===== config.mk =====
export PLATFORM = sky130hd
export DESIGN_NAME = fb_mem_arbiter
export DESIGN_NICKNAME = d
export VERILOG_FILES = /design/src/rtl/fb_mem_arbiter.sv
export SDC_FILE = /design/constraint.sdc
export NUM_CORES = 1
export LEC_CHECK = 0
export ABC_AREA = 1
export CORE_ASPECT_RATIO = 1.4
export CORE_MARGIN = 8
export CORE_UTILIZATION = 37
export DETAILED_ROUTE_END_ITERATION = 7
export PLACE_DENSITY = 0.92
export REMOVE_ABC_BUFFERS = 1
export SETUP_SLACK_MARGIN = 0.1
export SLEW_MARGIN = 10
export SYNTH_ARGS = -nofsm -noshare
export SYNTH_HDL_FRONTEND = slang
export SYNTH_SLANG_ARGS = --single-unit

===== constraint.sdc =====
create_clock -name clk -period 2 [get_ports clk]
set_input_delay 0.4 -clock clk [delete_from_list [all_inputs] [get_ports clk]]
set_output_delay 0.4 -clock clk [all_outputs]
set_load 0.05 [all_outputs]

===== src/rtl/fb_mem_arbiter.sv =====
// fb_mem_arbiter
// Shares one single-port, synchronous-read framebuffer SRAM between the video
// scanout fetcher (default priority) and the Wishbone host port. A starvation
// counter forces a host slot after STARVE_MAX consecutive lost arbitrations.
//
// Parameters
//   ADDR_W      SRAM word-address width
//   DATA_W      SRAM / bus data width (byte enables = DATA_W/8)
//   STARVE_MAX  consecutive host losses before the host is forced a slot (1..255)
//
// Ports
//   clk, reset_n                  clock, asynchronous active-low reset
//   wb__cyc/stb/we/sel/adr/dat_w  Wishbone request; word index = wb__adr[ADDR_W+1:2]
//   wb__dat_r, wb__ack            Wishbone read data / one-cycle acknowledge
//   vid_req, vid_adr              fetcher read request (level) and word address
//   vid_gnt, vid_valid, vid_dat   fetch issued this cycle / data valid next cycle / data
//   mem_en/we/adr/wdat            registered SRAM command
//   mem_rdat                      SRAM read data, valid the cycle after a read
//   perf_vid_stall                (FB_ARB_PERF_EN only) saturating video stall count
//
// Build option
//   FB_ARB_PERF_EN  adds perf_vid_stall; cleared by reset or by a host write
//                   with wb__adr[31]=1 (the write still goes to SRAM).
//
// Host FSM
//   state    | meaning
//   ST_IDLE  | no host access in flight; arbitrates when cyc&stb
//   ST_ISSUE | host command on the SRAM port this cycle
//   ST_WAIT  | SRAM read data returning; captured into wb__dat_r for reads
//   ST_ACK   | wb__ack high for exactly this cycle

module fb_mem_arbiter #(
   parameter int ADDR_W     = 10,
   parameter int DATA_W     = 32,
   parameter int STARVE_MAX = 8
) (
   input  logic                clk,
   input  logic                reset_n,
   input  logic                wb__cyc,
   input  logic                wb__stb,
   input  logic                wb__we,
   input  logic [DATA_W/8-1:0] wb__sel,
   input  logic [31:0]         wb__adr,
   input  logic [DATA_W-1:0]   wb__dat_w,
   output logic [DATA_W-1:0]   wb__dat_r,
   output logic                wb__ack,
   input  logic                vid_req,
   input  logic [ADDR_W-1:0]   vid_adr,
   output logic                vid_gnt,
   output logic                vid_valid,
   output logic [DATA_W-1:0]   vid_dat,
   output logic                mem_en,
   output logic [DATA_W/8-1:0] mem_we,
   output logic [ADDR_W-1:0]   mem_adr,
   output logic [DATA_W-1:0]   mem_wdat,
`ifdef FB_ARB_PERF_EN
   output logic [15:0]         perf_vid_stall,
`endif
   input  logic [DATA_W-1:0]   mem_rdat
);

   localparam int SEL_W = DATA_W / 8;
   localparam logic [7:0] STARVE_LIM = 8'(STARVE_MAX);

   typedef enum logic [1:0] {
      ST_IDLE,
      ST_ISSUE,
      ST_WAIT,
      ST_ACK
   } host_state_t;

   host_state_t state, state_nxt;
   logic [7:0]  starve_cnt, starve_nxt;
   logic        host_pend;
   logic        host_issue;
   logic        vid_issue;
   logic        host_we_q;
   logic        adr_unused;

   // Address bits outside the word index carry no meaning for the SRAM.
   assign adr_unused = ^{wb__adr[31:ADDR_W+2], wb__adr[1:0]};

   assign host_pend = (state == ST_IDLE) && wb__cyc && wb__stb;
   assign wb__ack   = (state == ST_ACK);
   assign vid_dat   = mem_rdat;

   always_comb begin
      state_nxt  = state;
      starve_nxt = starve_cnt;
      host_issue = 1'b0;
      vid_issue  = 1'b0;

      // Host only competes from IDLE; otherwise video owns every slot.
      if (host_pend) begin
         if (!vid_req || (starve_cnt == STARVE_LIM)) begin
            host_issue = 1'b1;
            starve_nxt = '0;
         end else begin
            vid_issue  = 1'b1;
            starve_nxt = starve_cnt + 8'd1;
         end
      end else begin
         vid_issue  = vid_req;
         starve_nxt = '0;
      end

      unique case (state)
         ST_IDLE:  if (host_issue) state_nxt = ST_ISSUE;
         ST_ISSUE: state_nxt = ST_WAIT;
         ST_WAIT:  state_nxt = ST_ACK;
         ST_ACK:   state_nxt = ST_IDLE;
         default:  state_nxt = ST_IDLE;
      endcase
   end

   always_ff @(posedge clk or negedge reset_n) begin
      if (!reset_n) begin
         state      <= ST_IDLE;
         starve_cnt <= '0;
         host_we_q  <= 1'b0;
         mem_en     <= 1'b0;
         mem_we     <= '0;
         mem_adr    <= '0;
         mem_wdat   <= '0;
         vid_gnt    <= 1'b0;
         vid_valid  <= 1'b0;
         wb__dat_r  <= '0;
      end else begin
         state      <= state_nxt;
         starve_cnt <= starve_nxt;
         mem_en     <= host_issue || vid_issue;
         mem_we     <= (host_issue && wb__we) ? wb__sel : {SEL_W{1'b0}};
         if (host_issue) begin
            mem_adr <= wb__adr[ADDR_W+1:2];
         end else if (vid_issue) begin
            mem_adr <= vid_adr;
         end else begin
            mem_adr <= '0;
         end
         mem_wdat   <= host_issue ? wb__dat_w : '0;
         vid_gnt    <= vid_issue;
         vid_valid  <= vid_gnt;
         if (host_issue) begin
            host_we_q <= wb__we;
         end
         if ((state == ST_WAIT) && !host_we_q) begin
            wb__dat_r <= mem_rdat;
         end
      end
   end

`ifdef FB_ARB_PERF_EN
   // vid_req is delayed one cycle so it lines up with the vid_gnt it produced.
   logic vid_req_q;
   logic perf_clr;

   assign perf_clr = host_issue && wb__we && wb__adr[31];

   always_ff @(posedge clk or negedge reset_n) begin
      if (!reset_n) begin
         vid_req_q      <= 1'b0;
         perf_vid_stall <= '0;
      end else begin
         vid_req_q <= vid_req;
         if (perf_clr) begin
            perf_vid_stall <= '0;
         end else if (vid_req_q && !vid_gnt && (perf_vid_stall != 16'hFFFF)) begin
            perf_vid_stall <= perf_vid_stall + 16'd1;
         end
      end
   end
`endif

endmodule


==> impl_metrics.yaml <==
clock_tree:
  root_buffer: "clkbuf_16"
  cts_inserted_buffers: 9
  clock_sinks: 92
  cts_tree: "done"
  cts_hold_buf: 0
  cts_resized: 50
  cts_max_level: 3
  clk_path_buf_depth: 2
  clk_latency_ns: 0.33
  clkSlewWorstSetupHoldPaths_ns: 0.06
  post_cts_buffers: 0
setup_path:
  worstPathCellList: "clkdlybuf4s50_1"
  cp-start-kind: "register"
  r2r_slack_ns: 0.24
  worstReg2RegStart: "state[0]$_DFFE_PN0P_"
  rr_worst_depth: 7
  critPathArrivalTime_ns: 1.47
  path_max_fanout: 1
  crit_type: "reg -> out"
  crit_family: "buffers and inverters"
  r2r-end: "mem_wdat[20]$_DFF_PN0_"
  slowest_delay_ns: 0.80
  critPathCaptureType: "output pin"
  slowest_stage: "clkdlybuf4s50_1"
  cp_data_required_time_ns: 1.60
  crit_buf_inv: 1
sta:
  fin_crit_sh_pct: 93.4
  layout_setup_ws_ns: 0.133
  max_slew_margin_pct: 63.8
  tightest_slew_ns: 0.543
  final-max-slew-violation-count: 0
  setup_violations: 0
  rsz0062_at_grt: "true"
  whs_ns: 0.0149
  fin_skew_ns: 0.00552
  fmax_mhz: 536
  finalHoldViolations: 0
  final.setup.tns_ns: 0
  min_period_ns: 1.87
global_routing:
  grt_first_pass_wirelength_microns: 17800
  grt_max_degree: 44
  grt_pass1_vias: 3235
  antenna_found_initial: 0
  grt.overflow.total: 0
  track_usage_pct: 17.3
placement:
  io_buffers: 207
  dp_cells: 640
  place_ws_ns: 0.0579
  routabilityCongestion: 0.788
  placed_area_sq_um: 6070
  dp_hpwl_microns: 9440
cells_and_area:
  design.final.nets: 638
  final_area_sq_um: 6430
  n_antenna_cell: 0
  syn_to_final_growth_pct: 71.2
  drive_above_1_share_pct: 19.0
  final_cells: 656
  fill_cells: 768
worst_hold_path:
  hold_path.class: "in -> async"
pwr:
  powerDensity_nw_per_um2: 1250
  p_leak_uw: 0.00349
  peakVddDrop_mv: 0.487
die:
  die_h_microns: 135
  die_area_sq_um: 13700
  core_area_sq_um: 9900
  die_w_microns: 101
  std_cell_rows: 43
  io_pins: 230
  initial_utilization_pct: 38.0
route:
  drt_pass1_iterations: 4
  viasPerCell: 4.45
  antenna_left: 0
  drt_wl_total_microns: 11800
  wl_per_cell_microns: 18.0
  vias: 2916
  drc: 0
  drt_iter0_drc: 88
synthesis:
  ys_seq_area_share_pct: 61.3
  synth_fa_ha_area_share_pct: 2.00
  synth.avg_cell_area_sq_um: 11.2
  synth_simple_gate_area_share_pct: 12.1
  synthMuxAreaShare_pct: 9.59
  yosysWarningCount: 0
  synth_compound_area_share_pct: 0.866
  syn_area_sq_um: 3760
  yosys_register_bits: 92
  synth_top_family_by_area: "buffers and inverters"
  synth_xor_area_share_pct: 0.699
  syn-instance-count: 335
  yosysUniqueCellTypes: 21
run:
  max-cap-violations: 0
status:
  status: "complete, no violations"
==> cells in the mapped netlist, drive strengths merged <==
cell	n	area (sq um)
nor3b	1	7.51
or2	1	6.26
inv	50	188
nor2	45	171
ha	6	75.1
nand3	16	80.1
dfrtp	92	2300
a21oi	2	10.0
xor2	3	26.3
nand2	35	134
buf	42	318
o21ai	3	22.5
nor3	6	50.1
mux2	32	360
nand4	1	6.26
==> final cells by class <==
cell class | count | area (sq um) | area share [%]
Clock inverter | 5 | 106 | 1.65
Multi-Input combinational cell | 151 | 966 | 15.0
Inverter | 50 | 188 | 2.92
Sequential cell | 92 | 2300 | 35.8
Timing Repair Buffer | 212 | 2450 | 38.1
Clock buffer | 11 | 253 | 3.93
Tap cell | 135 | 169 | 2.63
==> per-stage QoR <==
step,total power (uW),utilization [%]
after floorplan,4660,-
after detailed placement,6310,61.3
final,8010,65.0
after global routing,8360,65.0
after global placement,6160,61.3
after CTS,8110,64.4
==> cells in the final DEF, fill, tap and decap left out, types with 2 or more instances in the layout <==
cell             count
nor2_1              44
buf_12              35
xor2_1               3
nand2_1             34
ha_1                 6
dlymetal6s2s_1      20
dfrtp_1             92
clkbuf_8             2
inv_1               50
clkdlybuf4s50_1    103
nand3_1             16
buf_4                6
nor3_1               2
mux2_2              32
clkbuf_16            9
bufinv_16            3
dlygate4sd2_1       48
nor3_2               4
==> worst max-delay path by stage <==
stage | startpoint | slack (ns) | depth (start not counted) | end
2_1_floorplan | state[0]$_DFFE_PN0P_ | 0.14 | 7 | host_we_q$_DFFE_PN0P_
4_1_cts | wb__dat_r[22]$_DFFE_PN0P_ | 0.10 | 1 | wb__dat_r[22]
5_1_grt | state[0]$_DFFE_PN0P_ | 0.08 | 7 | mem_wdat[21]$_DFF_PN0_
3_5_place_dp | starve_cnt[0]$_DFF_PN0_ | 0.06 | 7 | mem_wdat[20]$_DFF_PN0_
6_report | mem_adr[5]$_DFF_PN0_ | 0.13 | 1 | mem_adr[5]
3_3_place_gp | wb__cyc | 0.14 | 6 | mem_adr[0]$_DFF_PN0_
==> per-layer routing <==
metal,up-vias,wire length [microns],GRT usage [%]
met5,-,0,0
met4,0,315,6.82
met3,24,1090,6.17
met2,150,6310,31.6
met1,1381,4110,17.2
li1,1361,-,-
==> flip-flops by register name, indices dropped and copies added (netlist names) <==
register,cells
starve_cnt,8
mem_we,4
vid_gnt,1
vid_valid,1
mem_en,1
wb__dat_r,32
host_we_q,1
state,2
mem_adr,10
mem_wdat,32
==> logic make-up after synthesis <==
logic type      after synthesis
fa+ha+maj                     6
buf+inv                      92
compound gates                5
simple gates                105
mux                          32
xor+xnor                      3
flops                        92
==> worst register-to-register path, delay by kind of cell, from the launching register on <==
| kind | cells | cell delay (ns) |
|---|---|---|
| adder cells (fa/ha/maj) | 1 | 0.26 |
| AND/OR/NAND/NOR | 4 | 0.70 |
| flip-flops | 1 | 0.40 |
| buffers and inverters | 2 | 0.33 |
==> power by group <==
part,leakage (uW),internal (uW),switching [uW],total [uW]
sequential,0.00118,2290,202,2490
clock,0.000172,1290,694,1990
combinational,0.00214,1230,2310,3530
No activity file was read; power rests on OpenSTA's default activity.
